**config.mk**
```make
export PLATFORM = sky130hd
export DESIGN_NAME = screen_ram
export DESIGN_NICKNAME = d
export VERILOG_FILES = /design/src/rtl/ram_pkg.sv /design/src/rtl/ram_fill_fsm.sv /design/src/rtl/screen_ram.sv
export SDC_FILE = /design/constraint.sdc
export NUM_CORES = 2
export LEC_CHECK = 0
export BUFFER_PORTS_ARGS = -buffer_cell sky130_fd_sc_hd__buf_2
export CAP_MARGIN = 20
export CELL_PAD_IN_SITES_DETAIL_PLACEMENT = 0
export CELL_PAD_IN_SITES_GLOBAL_PLACEMENT = 1
export CORE_AREA = 2 2 753 755
export CTS_CLUSTER_DIAMETER = 50
export DETAILED_ROUTE_END_ITERATION = 12
export DIE_AREA = 0 0 755 757
export PLACE_DENSITY_LB_ADDON = 0.1
export SYNTH_ARGS = -nofsm -noshare
export SYNTH_HDL_FRONTEND = slang
export SYNTH_HIERARCHICAL = 1
export SYNTH_SLANG_ARGS = --single-unit
```
**constraint.sdc**
```tcl
create_clock -name cpu_clk -period 19.46 [get_ports cpu_clk]
set_clock_uncertainty 0.05 [all_clocks]
set_input_delay 1.946 -clock cpu_clk [delete_from_list [all_inputs] [get_ports cpu_clk]]
set_output_delay 1.946 -clock cpu_clk [all_outputs]
set_load 0.02 [all_outputs]
```
**src/rtl/ram_pkg.sv**
```systemverilog
// Shared types and byte-lane helpers for screen_ram and its fill engine.
// Helpers work on a 64-bit superset word; callers cast to their own width.
package ram_pkg;

  localparam int unsigned MaxWidth = 64;
  localparam int unsigned MaxBytes = MaxWidth / 8;

  typedef enum logic [1:0] {
    FILL_IDLE,
    FILL_RUN,
    FILL_DONE
  } fill_state_t;

  // Bytes with be=1 come from new_word, the rest keep old_word.
  function automatic logic [MaxWidth-1:0] byte_merge(input logic [MaxWidth-1:0] old_word,
                                                     input logic [MaxWidth-1:0] new_word,
                                                     input logic [MaxBytes-1:0] be);
    logic [MaxWidth-1:0] res;
    res = old_word;
    for (int i = 0; i < int'(MaxBytes); i++) begin
      if (be[i]) res[8*i +: 8] = new_word[8*i +: 8];
    end
    return res;
  endfunction

  // Even parity per byte: the stored bit makes the byte plus parity bit even.
  function automatic logic [MaxBytes-1:0] byte_parity(input logic [MaxWidth-1:0] word);
    logic [MaxBytes-1:0] res;
    for (int i = 0; i < int'(MaxBytes); i++) begin
      res[i] = ^word[8*i +: 8];
    end
    return res;
  endfunction

endpackage

```
**src/rtl/ram_fill_fsm.sv**
```systemverilog
// Screen fill engine: walks the screen window writing one latched word per cycle.
// A CPU write (stall_i) takes the array port; the fill holds its pointer that cycle.
module ram_fill_fsm
  import ram_pkg::*;
#(
  parameter int unsigned Width        = 16,
  parameter int unsigned AddrW        = 8,
  parameter int unsigned PtrW         = 6,
  parameter int unsigned ScreenOffset = 128,
  parameter int unsigned ScreenSize   = 64
) (
  input  logic             clk_i,
  input  logic             rst_ni,
  input  logic             fill_start_i,
  input  logic [Width-1:0] fill_value_i,
  input  logic             stall_i,
  output logic             fill_we_o,
  output logic [AddrW-1:0] fill_addr_o,
  output logic [Width-1:0] fill_wdata_o,
  output logic             fill_busy_o,
  output logic             fill_done_o
);

  localparam logic [AddrW-1:0] ScreenBase = AddrW'(ScreenOffset);
  localparam logic [PtrW-1:0]  LastPtr    = PtrW'(ScreenSize - 1);

  fill_state_t      state_q, state_d;
  logic [PtrW-1:0]  ptr_q, ptr_d;
  logic [Width-1:0] value_q, value_d;

  always_ff @(posedge clk_i or negedge rst_ni) begin
    if (!rst_ni) begin
      state_q <= FILL_IDLE;
      ptr_q   <= '0;
      value_q <= '0;
    end else begin
      state_q <= state_d;
      ptr_q   <= ptr_d;
      value_q <= value_d;
    end
  end

  always_comb begin
    state_d = state_q;
    ptr_d   = ptr_q;
    value_d = value_q;
    unique case (state_q)
      FILL_IDLE: begin
        if (fill_start_i) begin
          state_d = FILL_RUN;
          ptr_d   = '0;
          value_d = fill_value_i;
        end
      end
      FILL_RUN: begin
        if (!stall_i) begin
          ptr_d = ptr_q + 1'b1;
          if (ptr_q == LastPtr) state_d = FILL_DONE;
        end
      end
      FILL_DONE: state_d = FILL_IDLE;
      default:   state_d = FILL_IDLE;
    endcase
  end

  always_comb begin
    fill_we_o    = (state_q == FILL_RUN) && !stall_i;
    fill_addr_o  = ScreenBase + AddrW'(ptr_q);
    fill_wdata_o = value_q;
    fill_busy_o  = (state_q == FILL_RUN);
    fill_done_o  = (state_q == FILL_DONE);
  end

endmodule

```
**src/rtl/screen_ram.sv**
```systemverilog
// CPU data RAM with a screen window: byte-writable CPU port, screen read port, fill engine.
// Define SCREEN_RAM_PARITY_EN to store per-byte even parity and add the parity_err output.
module screen_ram
  import ram_pkg::*;
#(
  parameter int unsigned WIDTH             = 16,
  parameter int unsigned REGISTER_COUNT    = 256,
  parameter int unsigned RAM_SCREEN_OFFSET = 128,
  parameter int unsigned SCREEN_SIZE       = 64
) (
  input  logic                           cpu_clk,
  input  logic                           rst_n,
  input  logic [$clog2(REGISTER_COUNT)-1:0] addr,
  input  logic [WIDTH-1:0]               wdata,
  input  logic                           we,
  input  logic [WIDTH/8-1:0]             be,
  output logic [WIDTH-1:0]               rdata,
  input  logic [$clog2(SCREEN_SIZE)-1:0] addr_screen,
  output logic [WIDTH-1:0]               rdata_screen,
  input  logic                           fill_start,
  input  logic [WIDTH-1:0]               fill_value,
  output logic                           fill_busy,
  output logic                           fill_done
`ifdef SCREEN_RAM_PARITY_EN
  ,
  output logic                           parity_err
`endif
);

  localparam int unsigned AW = $clog2(REGISTER_COUNT);
  localparam int unsigned SW = $clog2(SCREEN_SIZE);
  localparam int unsigned NB = WIDTH / 8;

  localparam logic [AW-1:0] ScreenBase = AW'(RAM_SCREEN_OFFSET);

  logic [WIDTH-1:0] mem_q [REGISTER_COUNT];

  logic [WIDTH-1:0] cpu_old, cpu_merged;
  logic [WIDTH-1:0] rdata_q, rdata_d;
  logic [WIDTH-1:0] screen_q;
  logic [AW-1:0]    screen_addr;

  logic             fill_we;
  logic [AW-1:0]    fill_addr;
  logic [WIDTH-1:0] fill_wdata;

  ram_fill_fsm #(
    .Width       (WIDTH),
    .AddrW       (AW),
    .PtrW        (SW),
    .ScreenOffset(RAM_SCREEN_OFFSET),
    .ScreenSize  (SCREEN_SIZE)
  ) u_fill (
    .clk_i       (cpu_clk),
    .rst_ni      (rst_n),
    .fill_start_i(fill_start),
    .fill_value_i(fill_value),
    .stall_i     (we),
    .fill_we_o   (fill_we),
    .fill_addr_o (fill_addr),
    .fill_wdata_o(fill_wdata),
    .fill_busy_o (fill_busy),
    .fill_done_o (fill_done)
  );

  assign cpu_old     = mem_q[addr];
  assign cpu_merged  = WIDTH'(byte_merge(MaxWidth'(cpu_old), MaxWidth'(wdata), MaxBytes'(be)));
  assign rdata_d     = we ? cpu_merged : cpu_old;
  assign screen_addr = ScreenBase + AW'(addr_screen);

  // Array is not reset; fill_we is already suppressed by we, CPU wins regardless.
  always_ff @(posedge cpu_clk) begin
    if (we) begin
      mem_q[addr] <= cpu_merged;
    end else if (fill_we) begin
      mem_q[fill_addr] <= fill_wdata;
    end
  end

  // Screen read samples the array before this cycle's write lands (read-old).
  always_ff @(posedge cpu_clk or negedge rst_n) begin
    if (!rst_n) begin
      rdata_q  <= '0;
      screen_q <= '0;
    end else begin
      rdata_q  <= rdata_d;
      screen_q <= mem_q[screen_addr];
    end
  end

  assign rdata        = rdata_q;
  assign rdata_screen = screen_q;

`ifdef SCREEN_RAM_PARITY_EN
  logic [NB-1:0] par_q [REGISTER_COUNT];
  logic [NB-1:0] cpu_par_new, fill_par, cpu_par_bad, be_wr;
  logic          perr_q, perr_d;

  assign cpu_par_new = NB'(byte_parity(MaxWidth'(cpu_merged)));
  assign fill_par    = NB'(byte_parity(MaxWidth'(fill_wdata)));
  assign cpu_par_bad = NB'(byte_parity(MaxWidth'(cpu_old))) ^ par_q[addr];
  assign be_wr       = we ? be : '0;
  // Only bytes returned from storage are checked; freshly written bytes are fresh.
  assign perr_d      = |(cpu_par_bad & ~be_wr);

  always_ff @(posedge cpu_clk) begin
    if (we) begin
      par_q[addr] <= cpu_par_new;
    end else if (fill_we) begin
      par_q[fill_addr] <= fill_par;
    end
  end

  always_ff @(posedge cpu_clk or negedge rst_n) begin
    if (!rst_n) begin
      perr_q <= 1'b0;
    end else begin
      perr_q <= perr_d;
    end
  end

  assign parity_err = perr_q;
`endif

endmodule
```
Yosys cells after proc, flatten, opt, wreduce, memory -nomap -nowiden:

Memory sizes are Yosys's and may differ from the RTL's. A register that Yosys moved wholly into a read port is not among the register bits.
Cells that the tools add are included.
W data, S select, Z words.

* $add $sub $neg: 3
* muxes and demuxes: 18
* reduce and logical (&&, ||, !) cells: 9
* equality and inequality tests: 6

Operators with widths (count)
* $mux W16: 2
* $mux W8: 3
* $add A8 B6 Y8 const A: 2
* $reduce_or A16 Y1: 1
* $mux W6: 2
* $pmux W6 S2: 1
* $add A6 B1 Y6 const B: 1
* $eq A6 B6 Y1 const B: 1
* $mux W1: 6
* $mux W2: 3
* $reduce_and A3 Y1: 2
* $ne A2 B2 Y1 const B: 2
* $pmux W2 S2: 1
* $eq A2 B1 Y1 const B: 1
* $eq A2 B2 Y1 const B: 1
* $logic_not A1 Y1: 2
* $logic_not A2 Y1: 1
* $ne A2 B1 Y1 const B: 1
* $reduce_and A2 Y1: 1
* $reduce_bool A2 Y1: 1
* $logic_and A1 B1 Y1: 1

* logic and storage cells: 41
* bits in writable memories: 4096
* bits of input ports: 52
* flip-flop bits (word level): 40
* memories kept: 1

Memory list
* mem_q: words 256, bits a word 16, rd ports 2, clocked after memory_dff 1, write ports 1, RTL line screen_ram.sv:36 `logic [WIDTH-1:0] mem_q [REGISTER_COUNT];`

Longest topological paths before layout:

* depth after elaboration: 7
* depth in mapped cells: 14
* mapped depth without buffers: 7

Modules after synthesis:

Netlist, hierarchy kept.

By module, submodules not included
* screen_ram: seq. area each 123798.7 sq um, cells an instance 7842, area each 167393.0 sq um, times used 1
* ram_fill_fsm: seq. area each 600.6 sq um, cells an instance 79, area each 1076.0 sq um, times used 1

Worst setup path before layout:

OpenSTA, ideal clock, no wires.

* path kind: input-to-reg
* start point: input addr[0]
* end point: memory mem_q[0][11] (data pin)
* data required time: 17221 ps
* arrival time: 13671 ps
* buffers on the path: 4
* stages on the path: 11
* slack: 3550 ps
* library setup time: 2189 ps
* cell sequence: buf_6 > buf_12 > buf_12 > and4b_4 > buf_2 > a22oi_1 > nand3_1 > or4_1 > a21oi_1 > nand4b_1 > o21ai_0

* longest elaborated chain between the ends: 3

Ends and longest elaborated chain
* start, declared: RTL line screen_ram.sv:13 `input logic [$clog2(REGISTER_COUNT)-1:0] addr,`
* $mem_v2 Z256 W16
* $mux W8: RTL line ram_pkg.sv:21 `if (be[i]) res[8*i +: 8] = new_word[8*i +: 8];`
* $mux W16 (no line)
* end, declared: RTL line screen_ram.sv:36

Every way passes these cells.

Worst setup path after layout:

* start point: input addr[0]
* end point: memory mem_q[79][14] (data pin)

Same word-level chain as after synthesis.

==> results_dict.tcl <==
set metrics [dict create \
    wl_um 635700 \
    critPathMaxFanout 190 \
    clk_pin_slew_ns 0.05 \
    synth_area_um2 168500 \
    rr_worst_depth 12 \
    netlist_top_cells_area "edfxtp_1, mux4_2, mux2i_1, a22oi_1, dfrtp_1" \
    grt_first_pass_wirelength_um 847800 \
    start_kind "input pin" \
    cts_tree "yes" \
    yosysSeqAreaShare_pct 73.84 \
    drive_gt1_share_pct 32.45 \
    clock_latency_ns 1.10 \
    path_cells "buf_12 -> buf_4 -> buf_4 -> buf_4 -> buf_12 -> mux4_2 -> o22ai_1 -> nor3_1 -> nor4_4 -> a41oi_1 -> nand4_1 -> o21ai_4 -> buf_4 -> buf_12" \
    overflow 0 \
    clock-sinks 4152 \
    drtAntennaViolNets 0 \
    clock.fmax_mhz 106.7 \
    yosys.area.top_type "edfxtp_1" \
    clock-root-buffer "clkbuf_16" \
    ios 86 \
    core_um2 563200 \
    die_area_um2 571500 \
    crit_required_ns 20.12 \
    min_from "u_fill/fill_wdata_o[8]$_DFFE_PN0P_" \
    wl_per_cell_um 38.49 \
    outcome "complete, no violations" \
    min_path_cells 1 \
    max_slew_margin_pct 7.334 \
    yosysWarningCount 6 \
    cts_max_level 6 \
    drc 0 \
    r2r-start "mem_q[75][0]$_DFFE_PP_" \
    die_w_um 755 \
    synthArstFlopShare_pct 1.349 \
    cp.arrival_ns 10.03 \
    hold_ws_ns 0.4620 \
    yosysUniqueCellTypes 93 \
    antenna_found_initial 61 \
    period_minus_slack_ns 9.376 \
    worstSetupStartpoint "addr[0]" \
    postCtsSetupBuffers 0 \
    synth-seq-cells 4152 \
    rows 276 \
    cp_common_cell "buf_4" \
    drv_slew 0 \
    critPathKind "in -> reg" \
    tns_ns 0 \
    ir_drop_mv 0.07360 \
    rsz0062_at_grt "false" \
    endpoint_kind "register" \
    yosys_most_used_dff "edfxtp_1" \
    vias_per_cell 5.410 \
    clock_path_buffers 4 \
    syn_inst 7921 \
    first_global_vias 90341 \
    critPathMaxStageDelay_ns 0.74 \
    io_buffers 85 \
    leakagePower_uw 0.06229 \
    area_delta_synth_final_pct 17.79 \
    finalNetCount 8571 \
    grt_max_degree 191 \
    setup_violations 0 \
    ctsResizeCount 0 \
    drt_first_pass_iters 6 \
    num_vias 89338 \
    hold_buffers 0 \
    cts-buffers-inserted 546 \
    synth_nets 7974 \
    drv_cap 0 \
    powerDensity_nw_per_um2 113.0 \
    period_share_pct 48.18 \
    syn_avg_cell_area_um2 21.27 \
    hold_viol 0 \
    start_util_pct 29.91 \
    dpl.hpwl_um 391600 \
    crit_slowest_cell "buf_4" \
    fillers 52023 \
    synth_edf_count 4096 \
    place_congestion 0.7960 \
    grt_usage_pct 21.81 \
    die_y_um 757 \
    hold_class "reg -> reg" \
    worstMarginPinSlew_ns 1.379 \
    yosysTopAreaCellShare_pct 73.01 \
    drt_iter0_markers 10559 \
]
==> cell usage in the layout (no fill, tap or decap), types with 87 or more instances in the layout <==
| cell type | count |
|---|---|
| edfxtp_1 | 4096 |
| nand2_1 | 163 |
| buf_4 | 438 |
| a21oi_1 | 89 |
| clkbuf_1 | 87 |
| nor2_2 | 151 |
| mux2i_1 | 465 |
| clkbuf_16 | 557 |
| a22oi_1 | 258 |
| mux4_2 | 1135 |
| o22ai_1 | 161 |
==> critical path: cells and delay by family <==
kind                   cells  cell delay [ns]
buffers and inverters      7             4.24
AND/OR/NAND/NOR            3             1.58
AO/OA/AOI/OAI              3             1.10
multiplexers               1             0.34
==> report_power, final <==
part	internal, uW	total (uW)	switching (uW)
Clock	5970	9990	4020
Combinational	466	1970	1510
Sequential	10400	10500	46.0
==> registers in the layout, summed over array words and instances (netlist names) <==
signal / cells
rdata: 16
u_fill/fill_wdata_o: 16
u_fill/ptr_q: 6
rdata_screen: 16
u_fill/state_q: 2
mem_q: 4096
==> layer usage <==
| layer | part of all wire (%) | global-route usage, % | vias up |
|---|---|---|---|
| met5 | 0.011 | 0 | - |
| met4 | 2.7 | 5.633 | 12 |
| met3 | 6.1 | 3.534 | 764 |
| met2 | 47 | 34.68 | 3541 |
| met1 | 45 | 31.19 | 49881 |
| li1 | - | - | 35140 |
==> cells by family (layout without fill, tap and decap cells) <==
logic type / Yosys count / in the layout / synth area share (%)
other: 2 / 60 / 0.004458
AO/OA/AOI/OAI: 774 / 774 / 3.169
adder cells (fa/ha/maj): 1 / 1 / 0.007426
flip-flops: 4152 / 4152 / 73.84
buffers and inverters: 519 / 1549 / 2.113
multiplexers: 1664 / 1664 / 18.50
AND/OR/NAND/NOR: 806 / 806 / 2.352
XOR/XNOR: 3 / 3 / 0.01560
==> cells in the mapped netlist (all sizes together), types with 5 or more instances <==
library cell	number
a211oi	31
a21oi	95
a221oi	21
a22o	12
a22oi	261
a311oi	6
a31oi	9
and2	13
and3	25
buf	365
clkbuf	146
dfrtp	56
edfxtp	4096
inv	6
mux2	49
mux2i	465
mux4	1150
nand2	166
nand2b	20
nand3	63
nand3b	11
nand4	22
nand4b	14
nor2	319
nor2b	27
nor3	37
nor4	28
nor4b	5
o211ai	22
o21ai	77
o221ai	10
o22a	13
o22ai	162
o31a	9
o31ai	14
or2	6
or3	6
or4	16
==> final timing paths <==
check,end,slack [ns]
hold / removal,u_fill/fill_wdata_o[8]$_DFFE_PN0P_,0.46
max in group asynchronous,u_fill/fill_wdata_o[1]$_DFFE_PN0P_,17.57
setup reg to reg,mem_q[95][0]$_DFFE_PP_,13.02
min in group asynchronous,rdata[14]$_DFF_PN0_,0.78
setup / recovery,mem_q[79][14]$_DFFE_PP_,10.08
hold reg to reg,u_fill/fill_wdata_o[8]$_DFFE_PN0P_,0.46
==> final cells by class <==
type | count | area, um2 | area share, %
multi-input cells | 3250 | 42050 | 21.19
inverters | 7 | 33.78 | 0.01702
flip-flops and latches | 4152 | 124400 | 62.69
repair buffers | 561 | 4568 | 2.302
well taps | 7506 | 9392 | 4.733
diodes | 58 | 145.1 | 0.07314
clock buffers | 651 | 14360 | 7.237
clock inverters | 330 | 3497 | 1.762
==> per-stage QoR <==
stage | instances | setup WS [ns] | total power [uW] | area (um2) | utilization (%)
final | 16515 | 10.08 | 22420 | 198400 | 35.23
after detailed placement | 15469 | 8.998 | 12630 | 180200 | 32.00
after floorplan | 7921 | 3.550 | 11820 | 168500 | -
after global routing | 16486 | 9.750 | 23060 | 198400 | 35.22
after CTS | 16450 | 10.16 | 22640 | 198100 | 35.17
after global placement | 15445 | 8.866 | 12590 | 179900 | 31.95
(Power assumes the default switching activity.)
